**config.mk**
```make
export PLATFORM = sky130hd
export DESIGN_NAME = song_sequencer
export DESIGN_NICKNAME = d
export VERILOG_FILES = /design/src/rtl/music_pkg.sv /design/src/rtl/song_rom.sv /design/src/rtl/song_sequencer.sv
export SDC_FILE = /design/constraint.sdc
export NUM_CORES = 1
export LEC_CHECK = 0
export ABC_AREA = 1
export CAP_MARGIN = 25
export CORE_UTILIZATION = 33
export DETAILED_ROUTE_END_ITERATION = 12
export DONT_BUFFER_PORTS = 1
export RECOVER_POWER = 50
export SYNTH_ARGS = -nofsm -noshare
export SYNTH_HDL_FRONTEND = slang
export SYNTH_SLANG_ARGS = --single-unit
```
**constraint.sdc**
```tcl
create_clock -name clk -period 2.5 [get_ports clk]
set_input_delay 0.25 -clock clk [delete_from_list [all_inputs] [get_ports clk]]
set_output_delay 0.25 -clock clk [all_outputs]
set_load 0.05 [all_outputs]
```
**src/rtl/music_pkg.sv**
```systemverilog
// Shared types and song-table field layout for the song sequencer and its ROM.
// Entry layout is {dur[3:0], note[5:0]}; dur of zero marks the end of a song.
package music_pkg;

    localparam int ENTRY_W = 10;
    localparam int NOTE_W  = 6;
    localparam int DUR_W   = 4;

    localparam logic [DUR_W-1:0]  END_DUR   = '0;
    localparam logic [NOTE_W-1:0] REST_NOTE = '0;

    typedef enum logic [2:0] {
        ST_IDLE,
        ST_LOAD,
        ST_PLAY,
        ST_GAP,
        ST_DONE
    } seq_state_t;

    function automatic logic [NOTE_W-1:0] entry_note(input logic [ENTRY_W-1:0] e);
        return e[NOTE_W-1:0];
    endfunction

    function automatic logic [DUR_W-1:0] entry_dur(input logic [ENTRY_W-1:0] e);
        return e[ENTRY_W-1 -: DUR_W];
    endfunction

    function automatic logic [ENTRY_W-1:0] make_entry(input logic [DUR_W-1:0] d,
                                                      input logic [NOTE_W-1:0] n);
        return {d, n};
    endfunction

endpackage

```
**src/rtl/song_rom.sv**
```systemverilog
// Combinational song table lookup. SONG_ID 0 is the bring-up table; SONG_ID 1 is
// an ascending run with no end marker, so playback ends by address wrap.
module song_rom
    import music_pkg::*;
#(
    parameter int ADDR_W  = 4,
    parameter int SONG_ID = 0
) (
    input  logic [ADDR_W-1:0]  addr,
    output logic [ENTRY_W-1:0] entry
);

    generate
        if (SONG_ID == 1) begin : g_song1
            always_comb begin
                entry = make_entry(4'd1, NOTE_W'(24) + NOTE_W'(addr));
            end
        end else begin : g_song0
            always_comb begin
                entry = make_entry(END_DUR, REST_NOTE);
                case (int'(addr))
                    0:       entry = make_entry(4'd2, 6'd27);
                    1:       entry = make_entry(4'd1, REST_NOTE);
                    2:       entry = make_entry(4'd1, 6'd27);
                    3:       entry = make_entry(4'd4, 6'd31);
                    default: entry = make_entry(END_DUR, REST_NOTE);
                endcase
            end
        end
    endgenerate

endmodule

```
**src/rtl/song_sequencer.sv**
```systemverilog
// Walks the song table and drives the tone generator's fullnote input, holding
// each note for dur*TICKS_PER_BEAT cycles including a silent LOAD cycle and gap.
module song_sequencer
    import music_pkg::*;
#(
    parameter int TICKS_PER_BEAT = 4,
    parameter int GAP_TICKS      = 1,
    parameter int ADDR_W         = 4,
    parameter int SONG_ID        = 0
) (
    input  logic              clk,
    input  logic              rst,
    input  logic              start,
    input  logic              stop,
    input  logic              loop_en,
    output logic [7:0]        fullnote,
    output logic              busy,
    output logic              done,
    output logic [ADDR_W-1:0] note_idx
);

    localparam int CNT_W = (15 * TICKS_PER_BEAT > 1) ? $clog2(15 * TICKS_PER_BEAT) : 1;
    localparam logic [CNT_W-1:0] GAP_LOAD = CNT_W'((GAP_TICKS > 0) ? GAP_TICKS - 1 : 0);
    localparam logic HAS_GAP = (GAP_TICKS > 0);

    seq_state_t         r_state;
    seq_state_t         w_state_next;
    logic [ADDR_W-1:0]  r_addr;
    logic [ADDR_W-1:0]  w_addr_next;
    logic               r_wrap;
    logic               w_wrap_next;
    logic [CNT_W-1:0]   r_cnt;
    logic [CNT_W-1:0]   w_cnt_next;
    logic [7:0]         r_fullnote;
    logic [7:0]         w_fullnote_next;
    logic               r_busy;
    logic               w_busy_next;
    logic               r_done;
    logic               w_done_next;

    logic [ENTRY_W-1:0] w_entry;
    logic [DUR_W-1:0]   w_dur;
    logic [NOTE_W-1:0]  w_note;
    logic               w_end;
    logic               w_last_addr;
    logic [CNT_W-1:0]   w_play_load;

    song_rom #(
        .ADDR_W  (ADDR_W),
        .SONG_ID (SONG_ID)
    ) u_rom (
        .addr  (r_addr),
        .entry (w_entry)
    );

    assign w_dur       = entry_dur(w_entry);
    assign w_note      = entry_note(w_entry);
    // r_wrap marks that the address rolled over from the last entry: end of song.
    assign w_end       = (w_dur == END_DUR) || r_wrap;
    assign w_last_addr = (r_addr == {ADDR_W{1'b1}});
    // PLAY lasts counter+1 cycles, so the slot totals LOAD + PLAY + GAP = dur*TPB.
    assign w_play_load = CNT_W'(int'(w_dur) * TICKS_PER_BEAT - GAP_TICKS - 2);

    always_ff @(posedge clk or posedge rst) begin
        if (rst) begin
            r_state    <= ST_IDLE;
            r_addr     <= '0;
            r_wrap     <= 1'b0;
            r_cnt      <= '0;
            r_fullnote <= '0;
            r_busy     <= 1'b0;
            r_done     <= 1'b0;
        end else begin
            r_state    <= w_state_next;
            r_addr     <= w_addr_next;
            r_wrap     <= w_wrap_next;
            r_cnt      <= w_cnt_next;
            r_fullnote <= w_fullnote_next;
            r_busy     <= w_busy_next;
            r_done     <= w_done_next;
        end
    end

    always_comb begin
        w_state_next = r_state;
        w_addr_next  = r_addr;
        w_wrap_next  = r_wrap;
        w_cnt_next   = r_cnt;
        if (r_state != ST_IDLE && stop) begin
            w_state_next = ST_IDLE;
            w_addr_next  = '0;
            w_wrap_next  = 1'b0;
            w_cnt_next   = '0;
        end else begin
            case (r_state)
                ST_IDLE: begin
                    if (start && !stop) begin
                        w_state_next = ST_LOAD;
                        w_addr_next  = '0;
                        w_wrap_next  = 1'b0;
                    end
                end
                ST_LOAD: begin
                    if (w_end) begin
                        if (loop_en) begin
                            w_addr_next = '0;
                            w_wrap_next = 1'b0;
                        end else begin
                            w_state_next = ST_DONE;
                        end
                    end else begin
                        w_cnt_next   = w_play_load;
                        w_state_next = ST_PLAY;
                    end
                end
                ST_PLAY: begin
                    if (r_cnt == '0) begin
                        if (HAS_GAP) begin
                            w_state_next = ST_GAP;
                            w_cnt_next   = GAP_LOAD;
                        end else begin
                            w_state_next = ST_LOAD;
                            w_addr_next  = r_addr + 1'b1;
                            w_wrap_next  = w_last_addr;
                        end
                    end else begin
                        w_cnt_next = r_cnt - 1'b1;
                    end
                end
                ST_GAP: begin
                    if (r_cnt == '0) begin
                        w_state_next = ST_LOAD;
                        w_addr_next  = r_addr + 1'b1;
                        w_wrap_next  = w_last_addr;
                    end else begin
                        w_cnt_next = r_cnt - 1'b1;
                    end
                end
                ST_DONE: begin
                    w_state_next = ST_IDLE;
                end
                default: begin
                    w_state_next = ST_IDLE;
                end
            endcase
        end
    end

    // Outputs are computed from the next state so they register alongside it.
    always_comb begin
        w_fullnote_next = '0;
        if (w_state_next == ST_PLAY) begin
            w_fullnote_next = (r_state == ST_LOAD) ? {{(8 - NOTE_W){1'b0}}, w_note} : r_fullnote;
        end
        w_busy_next = (w_state_next != ST_IDLE);
        w_done_next = (w_state_next == ST_DONE);
    end

    assign fullnote = r_fullnote;
    assign busy     = r_busy;
    assign done     = r_done;
    assign note_idx = r_addr;

endmodule

```
# Yosys cells after proc, flatten, opt, wreduce, memory -nomap -nowiden
# Index checks and enable logic that the tools add are counted.
# word_totals
reg_bits	24
input_bits	5
out_inout_bits	14
word_cells	68
# op_classes
add_sub_neg	4
eq_ne	16
muxes	27
n_reduce_logical	14
# ops
operator	count
9-bit case mux with 4 select lines	1
6-bit two-way mux	4
4-bit two-way mux	5
3-bit two-way mux	6
3-bit != test (second input constant)	6
6-bit case mux with 3 select lines	1
8-bit two-way mux	2
3-bit case mux with 4 select lines	1
4-bit case mux with 3 select lines	1
3-bit by 2-bit equality test with 1-bit output (second input constant)	3
4-bit by 2-bit equality test with 1-bit output (second input constant)	2
4-bit logical NOT	2
4-bit nonzero test	2
6-bit logical NOT	1
3-bit nonzero test	2
5-bit by 1-bit subtractor with 6-bit output (second input constant)	1
6-bit by 1-bit subtractor with 6-bit output (second input constant)	1
6-bit by 3-bit subtractor with 6-bit output (second input constant)	1
1-bit two-way mux	5
5-bit AND reduction	1
4-bit by 1-bit adder with 4-bit output (second input constant)	1
4-bit by 1-bit equality test with 1-bit output (second input constant)	1
4-bit equality test (second input constant)	1
3-bit by 1-bit equality test with 1-bit output (second input constant)	1
other kinds (8)	9

# Longest topological paths before layout
# Gate-level depths: netlist of the first run.
# depth
word_depth	9
mapped_depth	11
depth_no_buf	11

# Cells and area by module
# A second synthesis of the first run with hierarchy kept.
# unflattened
hier_cells	222
area_unflattened_um2	1566.5
# modules_own_cells
mod	n_inst	cells_per_inst	area_each_um2	seq_area_each_um2
song_sequencer	1	204	1471.4	550.5
song_rom	1	18	95.1	0.0

# Worst setup path after synthesis of the first run
# Ideal clock, no wire load.
# synth_path
kind	register to register
from	register r_addr[0] (netlist: note_idx[0])
to	register r_cnt[1]
setup_ns	0.121
arrival_ns	1.932
t_required_ns	2.379
slack_ns	0.447
path_stages_with_launch	12
path_buffers	0
period_less_slack_ns	2.053
path_cell_list	dfrtp_1 -> inv_1 -> ha_1 -> o21ai_0 -> ha_1 -> nand2_2 -> nand2_2 -> nand3_4 -> inv_2 -> nor2_8 -> nand2_1 -> o21ai_1
# synth_between
elab_chain_len	6
word_cells_on_any_way	9
cone_classes	eq/ne: 4; mux: 1; reduce/logical: 4
# synth_rtl
item	line	source
from (decl)	song_sequencer.sv:28	logic [ADDR_W-1:0] r_addr;
from (signal assigned)	song_sequencer.sv:75	r_addr <= w_addr_next;
4-bit by 2-bit equality test with 1-bit output, or another cell as far along	song_rom.sv:21	case (int'(addr))
9-bit case mux with 4 select lines (*)	song_rom.sv:21	
4-bit logical NOT (*)	song_sequencer.sv:59	assign w_end = (w_dur == END_DUR) || r_wrap;
1-bit logical OR (*)	song_sequencer.sv:59	
3-bit != test (no source line) (*)	--	
3-bit AND reduction (no source line) (*)	--	
to (signal assigned)	song_sequencer.sv:77	r_cnt <= w_cnt_next;
to (decl)	song_sequencer.sv:32	logic [CNT_W-1:0] r_cnt;
# Mark *: on every way between the ends. The rest lies on a longest branch, timed or not.
# A chain may end at the register's enable or synchronous reset.

# Worst setup path in the final report of the first run
# layout_path
from	register r_addr[0] (netlist: note_idx[0])
to	register r_addr[2] (netlist: note_idx[2])
# layout_between
elab_chain_len	6
word_cells_on_any_way	13
cone_classes	add/sub: 1; eq/ne: 4; mux: 4; reduce/logical: 4
# layout_rtl
item	line
4-bit by 2-bit equality test with 1-bit output, or another cell as far along	song_rom.sv:21
9-bit case mux with 4 select lines	song_rom.sv:21
4-bit logical NOT	song_sequencer.sv:59
1-bit logical OR	song_sequencer.sv:59
3-bit != test (no source line)	--
5-bit AND reduction (no source line)	--
# Several ways; a longest one is shown, not always the timed one. The select of a mux whose other input is x is not followed.

==> metrics.md, run 1 <==
| Metric | Value |
|---|---|
| Worst-path maximum fanout | 5 |
| Met3 WL | 94 um |
| Placer congestion estimate | a little under 0.8 |
| Final setup violation count | 0 |
| EDFF count, synth | 0 |
| Worst Hold Class | in -> async |
| Post-synth top flop | dfrtp_1 |
| Via count | 1107 |
| Die Width | 65.49 um |
| Yosys Warn Count | 0 |
| Initial antenna violation count | 0 |
| Ys async rst share | 100.0% |
| Worst setup margin | 728.0 ps |
| Pwr Density | 1096 nW/um^2 |
| Clock Skew | 2.240 ps |
| P&R area growth vs syn | 8.466% |
| Total CTS buffers | 3 |
| Vias in the first global route | 999 |
| Row count | 22 |
| CP Buf/Inv Count | 1 |
| Final wirelength | 2685 um |
| Initial DRC count | 37 |
| Die Y | 65.49 um |
| Max Slew Vio Count | 0 |
| CP Cell Sequence | inv_1 > ha_1 > o21ai_0 > ha_1 > nand2_2 > nand3_2 > nand2_1 > nand2_1 > nand2_2 > nand2_1 > nand2_1 |
| CTS Buffer Depth | 2 |
| Crit path time final | 1772 ps |
| Post-Syn Area | 1330 sq um |
| Total core area | 3771 sq um |
| PortBufs | 0 |
| Total Die Area | 4288 sq um |
| RSZ-0062 raised after global routing | no |
| Htree depth | 1 |
| Gr ovfl total | 0 |
| Register area share after synthesis | 33.87% |
| Worst-Skew Late Latency | 260 ps |
| Hold buffer count at cts | 0 |
| DRC | 0 |
| Violated checks | hold timing |
| Crit path DAT | 1920 ps |
| # Max-Cap Violations | 0 |
| Slowest CP cell | dfrtp_1 |
| Final hold slack | -6.574 ps |
| DR WL/cell | 11.23 um |
| Pin count of the biggest net entering global routing | 19 |
| Critical path's largest stage delay | 390 ps |
| First-pass iteration count of the detailed router | 4 |
| Met1 Routed Length | 1368 um |
| HPWL Detailed | 2156 um |
| Cells after Synth | 186 |
| First-pass GRT wire length | 4733 um |
| Setup TNS | 0 ps |
| Worst ir drop on vdd | 568.8 uV |
| Worst R2R Setup Slack | 730 ps |
| N_diodes | 0 |
| Synthesized flop and latch total | 18 |
| Top area cells in the synthesized netlist | dfrtp_1 34%, nand2_1 17%, ha_1 7.5%, nor2_1 6.8%, inv_1 6.2% |
| Synth cell types | 26 |
| Crit path launch type | flip-flop |
| Critical setup path kind | reg -> reg |
| Root buffer cell | clkbuf_8 |
| Starting density of the core | 35.27% |
| Final period utilization | between 70% and 80% |
| Post-CTS Resized | 0 |
| Mean Syn Cell Area | just over 7 sq um |
| Worst slack at placement | 747.0 ps |
| Delay-heaviest family, CP | simple AND/OR/NAND/NOR gates |
| Clock Sinks | 18 |
| Routed Antenna Nets | 0 |
| Gr usage total | 14.69% |
| CTS tree | yes |
| Post-CTS setup buffers | 0 |
| Via/cell ratio | 4.632 |
| Nets | roughly 210 |
| Crit end category | flip-flop |
| Highest routing layer actually used | met4 |
| F_max | 564.3 MHz |
| Top cells by count, synth | 59 x nand2_1, 24 x nor2_1, 22 x inv_1 |
| Final Hold Fails | 18 |
| Ports | 19 |
| Met2 wire length | about 1200 um |
| Layout cells sized above 1 | 14.14% |
| Largest area contributor in the netlist | dfrtp_1 |
| Clock transition at the registers of the reported paths | ~70 ps |
| Most frequent cell after synthesis | nand2_1 |
| Post-synth top area share | 33.87% |
| Worst path most repeated cell | nand2_1 |
| Least-Margin Pin Slew | 777.7 ps |
| Status | finished, violations left |
| Worst EP required | 2650 ps |
| Pleak | 0.8097 nW |
| Worst rel slew slack | 48.15% |
-- per-layer routing --
metal | track usage, % | up-vias
met5 | 0 | -
met4 | 7.337 | 0
met3 | 2.604 | 4
met2 | 21.91 | 17
met1 | 20.19 | 509
li1 | - | 577
-- final cells by class --
type / count / area [sq um]
Fill cell: 401 / 2328
Multi-Input combinational cell: 139 / 745.7
Sequential cell: 18 / 451.7
Inverter: 25 / 96.34
Tap cell: 48 / 60.06
Clock buffer: 4 / 55.05
Timing Repair Buffer: 5 / 33.78
-- power by group --
| group | switching, mW | internal [mW] |
|---|---|---|
| Clock | 0.103 | 0.140 |
| Sequential | 0.0863 | 0.363 |
| Combinational | 0.611 | 0.279 |
| Total | 0.800 | 0.781 |
-- per-stage QoR --
| step | hold slack [ps] | instances | cell area [sq um] | util, % | total power, mW |
|---|---|---|---|---|---|
| after floorplan | 188.6 | 188 | 1338 | - | 1.204 |
| after global placement | 298.0 | 235 | 1391 | 36.89 | 1.349 |
| after detailed placement | 304.9 | 235 | 1391 | 36.89 | 1.351 |
| after CTS | 20.19 | 239 | 1446 | 38.35 | 1.602 |
| after global routing | 58.05 | 239 | 1443 | 38.25 | 1.731 |
| final | -6.574 | 239 | 1443 | 38.25 | 1.581 |
-- cells in the final DEF (no fill, tap or decap), drive strengths merged --
master / count
nand2: 67
nor2: 28
nand3: 13
buf: 4
clkbuf: 5
xnor2: 2
inv: 25
o22ai: 1
ha: 8
nor3: 3
xor2: 1
o21ai: 5
conb: 3
a21oi: 2
dfrtp: 18
o211ai: 1
nand4: 5
-- path summary, 6_finish.rpt --
| check | from | endpoint | depth (start not counted) |
|---|---|---|---|
| max | note_idx[0] | note_idx[2] | 11 |
| max in group asynchronous | rst | fullnote[3] | 1 |
| min | rst | note_idx[0] | 1 |
| min reg2reg | r_wrap | r_wrap | 2 |
| max reg2reg | note_idx[0] | note_idx[2] | 11 |
| min in group clk | stop | note_idx[0] | 3 |
-- sequential cells by signal, summed over array words and instances (netlist names) --
signal	count
r_wrap	1
fullnote	2
done	1
busy	1
r_state	3
note_idx	4
r_cnt	6
-- worst register-to-register path, delay by kind of cell, from the launching register on --
family | cells | cell delay (ps)
simple gates | 7 | 540
fa+ha+maj | 2 | 420
flops | 1 | 390
compound gates | 1 | 240
buf+inv | 1 | 80
-- cell families after synthesis --
group | share of synthesized area, %
XOR/XNOR | 1.976
adder cells (fa/ha/maj) | 7.526
buffers and inverters | 10.63
AND/OR/NAND/NOR | 42.05
flip-flops | 33.87
other | 0.2819
AO/OA/AOI/OAI | 3.669
Note: power is estimated with default switching activity, not from simulation.
==> run 2, diff against run 1 <==
Clock period 2.5 ns to 1.5 ns, I/O delays scaled along.
==> run 2 against run 1 <==
- the run ends with setup timing left
- combinational power up 110%
- core utilization rose by 7.5 points
- total power grew 88%
- sequential share of layout area decreased by 4.8 points
- register-to-register slack worse by 800 ps
- critical path depth unchanged
- design area rose by 20%
- clock power up 66%
- setup slack worse by 800 ps
- largest power group unchanged
- highest routed layer unchanged
==> metrics.md, run 2 (synthesis gave the netlist of run 1 again) <==
| Metric | Value |
|---|---|
| Tot Pwr | 2.972 mW (+88%) |
| Htree depth | 1 (unchanged) |
| Slowest CP cell | dfrtp_2 |
| Ports | 19 (unchanged) |
| CP Buf/Inv Count | 1 (unchanged) |
| Setup TNS | -576.0 ps (-576.0 ps) |
| Worst-Skew Late Latency | 260 ps (about the same) |
| Worst EP required | 1650 ps (-1000 ps) |
| Final setup violation count | 13 (+13) |
| Crit path time final | 1576 ps (-195.9 ps) |
| Clock Skew | 2.467 ps (+0.2273 ps) |
| Worst path most repeated cell | nand2_1 |
| Delay-heaviest family, CP | simple AND/OR/NAND/NOR gates |
| P&R area growth vs syn | 29.63% |
| RSZ-0062 raised after global routing | yes |
| DR WL/cell | 11.19 um (-0.40%) |
| PortBufs | 0 (unchanged) |
| CTS tree | yes |
| Clock Sinks | 18 (unchanged) |
| Worst setup margin | -76.12 ps (-804.1 ps) |
| Starting density of the core | 35.27% (unchanged) |
| Gr usage total | 14.72% (+0.027 points) |
| Initial DRC count | 50 (+35%) |
| Worst Hold Class | in -> reg |
| Final period utilization | 105.1% (+34 points) |
| Row count | 22 (unchanged) |
| HPWL Detailed | 2266 um (+5.1%) |
| Final wirelength | 2887 um (+7.5%) |
| Placed Cells | 253 (+7.7%) |
| Least-Margin Pin Slew | 557.0 ps (-220.7 ps) |
| Via/cell ratio | 4.531 (-2.2%) |
| Pin count of the biggest net entering global routing | 11 (-8) |
| Root buffer cell | clkbuf_8 |
| Placement Cell Area | 1558 sq um (+12%) |
| Commonest non-fill, non-tap cell in the layout | nand2_1 |
| First-pass GRT wire length | 4919 um (+3.9%) |
| Placer congestion estimate | 0.8280 (+6.8%) |
| Worst slack at placement | -68.74 ps (-815.8 ps) |
| N_diodes | 0 (unchanged) |
| Vias in the first global route | 1170 (+17%) |
| Max reg flops | 6 (unchanged) |
| DRC | 0 (unchanged) |
| Violated checks | setup timing |
| Worst-path maximum fanout | 5 (unchanged) |
| Final hold slack | 84.51 ps (+91.09 ps) |
| CTS Buffer Depth | 2 (unchanged) |
| F_max | 634.5 MHz (+12%) |
| Layout cells sized above 1 | 31.43% (+17 points) |
| Nets | 224 (+9.3%) |
| Final Instance Area | 1724 sq um (+20%) |
| Max Slew Vio Count | 0 (unchanged) |
| Pwr Density | 1724 nW/um^2 (+57%) |
| Worst rel slew slack | 62.87% (+15 points) |
| Pleak | 0.9147 nW (+13%) |
| CP Cell Sequence | inv_4 > ha_4 > o21ai_4 > ha_4 > nand2_4 > nand3_2 > nand2_1 > nand2_1 > nand2_2 > nand2_1 > nand2_1 |
| Critical setup path kind | reg -> reg |
| Crit end category | flip-flop |
| Final Hold Fails | 0 (-18) |
| Critical path's largest stage delay | 420 ps (+30 ps) |
| Fin cells | 258 (+7.9%) |
| Crit path launch type | flip-flop |
| Status | finished, violations left |
| Worst ir drop on vdd | 1095 uV (+92%) |
| Via count | 1169 (+5.6%) |
| Largest register by flop count | r_cnt |
| Routed Antenna Nets | 0 (unchanged) |
| Clock transition at the registers of the reported paths | 70 ps (about the same) |
| Most frequent cells in the layout | 53 x nand2_1, 23 x nor2_1, 20 x inv_1, 20 x buf_4, 13 x dfrtp_1 |
| Die Y | 65.49 um (unchanged) |
| Die Width | 65.49 um (unchanged) |
| Total core area | 3771 sq um (unchanged) |
| Final Core Density | 45.72% (+7.5 points) |
| Gr ovfl total | 0 (unchanged) |
| First-pass iteration count of the detailed router | 6 (+2) |
| Initial antenna violation count | 0 (unchanged) |
| Total CTS buffers | 3 (unchanged) |
| Crit path DAT | 1720 ps (-200 ps) |
| # Max-Cap Violations | 0 (unchanged) |
| Total Die Area | 4288 sq um (unchanged) |
==> run 2: cell types whose count changed in the layout (fill, tap and decap cells not counted), moves of 4 or more <==
cell     change
dfrtp_2      +4
buf_4       +16
ha_1         -5
dfrtp_1      -4
ha_4         +5
nand2_2      +4
nand2_1      -6
==> run 2: layout make-up <==
class | instances | area, sq um
Inverter | 25 | 101.3
Fill cell | 389 | 2047
Multi-Input combinational cell | 139 | 855.8
Clock buffer | 4 | 55.05
Sequential cell | 18 | 456.7
Tap cell | 48 | 60.06
Timing Repair Buffer | 24 | 195.2
==> run 2: metal layers <==
metal | GRT usage (%) | part of all wire [%] | vias up
li1 | - | - | 618
met1 | 19.01 | 47 | 523
met2 | 25.00 | 49 | 21
met5 | 0 | 0 | -
met3 | 2.778 | 2.8 | 7
met4 | 3.804 | 1.4 | 0
==> run 2: path summary, 6_finish.rpt <==
check | start | endpoint | slack (ps) | cells past startpoint
worst max-delay path | note_idx[1] | r_wrap | -80 | 11
worst min-delay path | stop | note_idx[0] | 80 | 3
worst max register to register | note_idx[1] | r_wrap | -80 | 11
worst min register to register | r_cnt[0] | r_cnt[0] | 490 | 2
max in group asynchronous | rst | r_cnt[1] | 420 | 3
min in group asynchronous | rst | r_wrap | 300 | 2
==> run 2: what timing repair did <==
action                     CTS  global route
setup endpoints to repair   14            18
hold buffers                 1             0
buffers inserted             0             0
hold endpoints to repair     8             0
pin swaps                   13            14
gates resized for setup      3            18
==> run 2: power breakdown <==
group	switching [mW]	leakage, nW	internal (mW)
clock	0.169	0.0288	0.233
sequential	0.125	0.232	0.605
combinational	1.17	0.654	0.672
total	1.46	0.915	1.51
==> run 2: worst register-to-register path, cell delays in order, from the launching register on <==
cell and delay, ps:
dfrtp_2 420, inv_4 60, ha_4 160, o21ai_4 180, ha_4 160, nand2_4 60, nand3_2 70, nand2_1 50
nand2_1 80, nand2_2 100, nand2_1 80, nand2_1 50
==> run 3, diff against run 2 <==
Clock period 1.5 ns to 1.6 ns, I/O delays scaled along.
==> run 3 against run 2 <==
- the run now ends clean
- wire length is 4.5% lower
- worst hold slack worse by 2.7 ps
- critical path type unchanged
- largest cell class unchanged
- register-to-register slack gained 100 ps
- fmax rose by 0.12%
- first-iteration DRC count shrank 12%
- core utilization decreased by 3.8 points
- design area decreased by 8.3%
- critical endpoint is now r_cnt[4]
- combinational power is 16% lower
- global-route usage up 0.21 points
==> metrics.md, run 3 (synthesis gave the netlist of run 1 again) <==
| Metric | Value |
|---|---|
| Status | finished clean |
| PortBufs | 0 (unchanged) |
| Crit path time final | 1574 ps (-1.867 ps) |
| Sequential power share | 26.7% (+2.1 points) |
| DR WL/cell | 11.08 um (-1.0%) |
| Final Instance Area | 1582 sq um (-8.3%) |
| RSZ-0062 raised after global routing | yes |
| Worst-path maximum fanout | 5 (unchanged) |
| Row count | 22 (unchanged) |
| Hold_sp | stop |
| Nets | 215 (-4.0%) |
| Root buffer cell | clkbuf_8 |
| Vias in the first global route | 1078 (-7.9%) |
| Largest register by flop count | r_cnt |
| Initial DRC count | 44 (-12%) |
| Htree depth | 1 (unchanged) |
| Total Die Area | 4288 sq um (unchanged) |
| Reg2Reg Launch Point | note_idx[0] |
| Worst rel slew slack | 64.82% (+1.9 points) |
| Worst-Skew Late Latency | 260 ps (about the same) |
| Critical Path Start | note_idx[0] |
| Worst Hold Depth | 3 (unchanged) |
| Worst Hold Class | in -> reg |
| Least-Margin Pin Slew | 527.8 ps (-29.24 ps) |
| Gr ovfl total | 0 (unchanged) |
| Switching Power | 1.317 mW (-9.8%) |
| Final Core Density | 41.94% (-3.8 points) |
| # fillers | 386 (-0.77%) |
| Worst ir drop on vdd | 823.0 uV (-25%) |
| # Max-Cap Violations | 0 (unchanged) |
| Max Slew Vio Count | 0 (unchanged) |
| Gr usage total | 14.93% (+0.21 points) |
| Worst EP required | 1750 ps (+100 ps) |
| Crit path launch type | flip-flop |
| Commonest non-fill, non-tap cell in the layout | nand2_1 |
| HPWL Detailed | 2233 um (-1.5%) |
| Max reg flops | 6 (unchanged) |
| Die Width | 65.49 um (unchanged) |
| First-pass iteration count of the detailed router | 4 (-2) |
| FF-to-FF End | r_cnt[4] |
| Ports | 19 (unchanged) |
| Layout cells sized above 1 | 24.88% (-6.6 points) |
| First-pass GRT wire length | 4747 um (-3.5%) |
| Routed Antenna Nets | 0 (unchanged) |
| Worst setup margin | 25.75 ps (+101.9 ps) |
| Sw frac | 49.79% (+0.64 points) |
| Die Y | 65.49 um (unchanged) |
| Via/cell ratio | 4.594 (+1.4%) |
| Fin cells | 249 (-3.5%) |
| DRC | 0 (unchanged) |
| Final Hold Fails | 0 (unchanged) |
| Logic gate share of total power | 58.8% (-3.1 points) |
| Clock Skew | 3.499 ps (+1.032 ps) |
| Total core area | 3771 sq um (unchanged) |
| Crit path DAT | 1730 ps (about the same) |
| Crit end category | flip-flop |
| Tot Pwr | 2.646 mW (-11%) |
| Worst min-delay path endpoint | note_idx[0] |
| Placed Cells | 243 (-4.0%) |
| Worst R2R Setup Slack | 30 ps (+100 ps) |
| Placement Cell Area | 1483 sq um (-4.8%) |
| N_diodes | 0 (unchanged) |
| Initial antenna violation count | 0 (unchanged) |
| Clock power frac | 14.5% (+1.0 points) |
| F_max | 635.2 MHz (+0.12%) |
| Final period utilization | 98.39% (-6.7 points) |
| Most frequent cells in the layout | 55 x nand2_1, 24 x nor2_1, 20 x inv_1 |
| Pwr Density | 1673 nW/um^2 (-2.9%) |
| Critical setup path kind | reg -> reg |
| Placer congestion estimate | 0.7974 (-3.7%) |
| Pleak | 0.8594 nW (-6.0%) |
| Via count | 1144 (-2.1%) |
| CTS Buffer Depth | 2 (unchanged) |
| Clock transition at the registers of the reported paths | 70 ps (about the same) |
| Worst slack at placement | 22.02 ps (+90.76 ps) |
| Worst R2R Path Depth | 11 (unchanged) |
| Final wirelength | 2758 um (-4.5%) |
| CTS tree | yes |
| Starting density of the core | 35.27% (unchanged) |
| Pin count of the biggest net entering global routing | 11 (unchanged) |
| Clock Sinks | 18 (unchanged) |
| Total CTS buffers | 3 (unchanged) |
| Internal power | 1.329 mW (-12%) |
| P&R area growth vs syn | 18.91% |
| Final setup violation count | 0 (-13) |
## run 3: cell count changes in the layout (fill, tap and decap cells not counted), moves of 2 or more
| cell | change |
|---|---|
| nand2_2 | -2 |
| ha_2 | +2 |
| buf_4 | -8 |
| ha_4 | -4 |
| ha_1 | +2 |
| nand2_1 | +2 |
## run 3: through the flow
step,hold slack [ps],TNS (ps)
global placement,38.15,0
CTS,76.11,0
floorplan,98.30,-756.6
detailed placement,48.06,0
finish,81.78,0
global route,96.62,-731.7
## run 3: repair_timing
action | 4_1_cts | 5_1_grt
setup endpoints to repair | 0 | 16
hold buffers | 1 | 0
hold endpoints to repair | 8 | 0
setup buffers | 0 | 1
gates resized for setup | 0 | 7
## run 3: per-layer routing
layer	vias to the layer above	track usage (%)	share of wire [%]
met1	526	18.53	49
met5	-	0	0
met3	5	2.604	2.2
met2	14	24.36	46
met4	0	8.152	2.3
li1	599	-	-
## run 3: worst max path at each step
| stage | endpoint |
|---|---|
| after floorplan | r_cnt[1] |
| final | r_cnt[4] |
| after detailed placement | r_cnt[3] |
| after global routing | note_idx[0] |
| after CTS | r_cnt[3] |
| after global placement | note_idx[0] |
## run 3: area by class of cell
class                      count  area [sq um]  share of cell area (%)
tap                           48         60.06                   3.797
sequential                    18         456.7                   28.88
clock buffer                   4         55.05                   3.481
inverter                      25         98.84                   6.250
multi-input combinational    139         787.0                   49.76
timing repair buffer          15         123.9                   7.832
## run 3: critical path: stages (launching register included)
cell and delay, ps:
dfrtp_2 410, inv_2 60, ha_4 160, o21ai_2 150, ha_2 190, nand2_2 80
nand2_4 80, nand3_4 90, inv_4 90, nor2_8 40, nand2_1 60, nand2_1 50
## run 3: power by group through the flow
stage / Clock (mW) / Sequential [mW] / Combinational (mW)
final: 0.384 / 0.707 / 1.55
after global routing: 0.411 / 0.721 / 1.75
after CTS: 0.393 / 0.707 / 1.51
after detailed placement: 0 / 0.714 / 1.51
after global placement: 0 / 0.714 / 1.50
after floorplan: 0 / 0.743 / 1.16
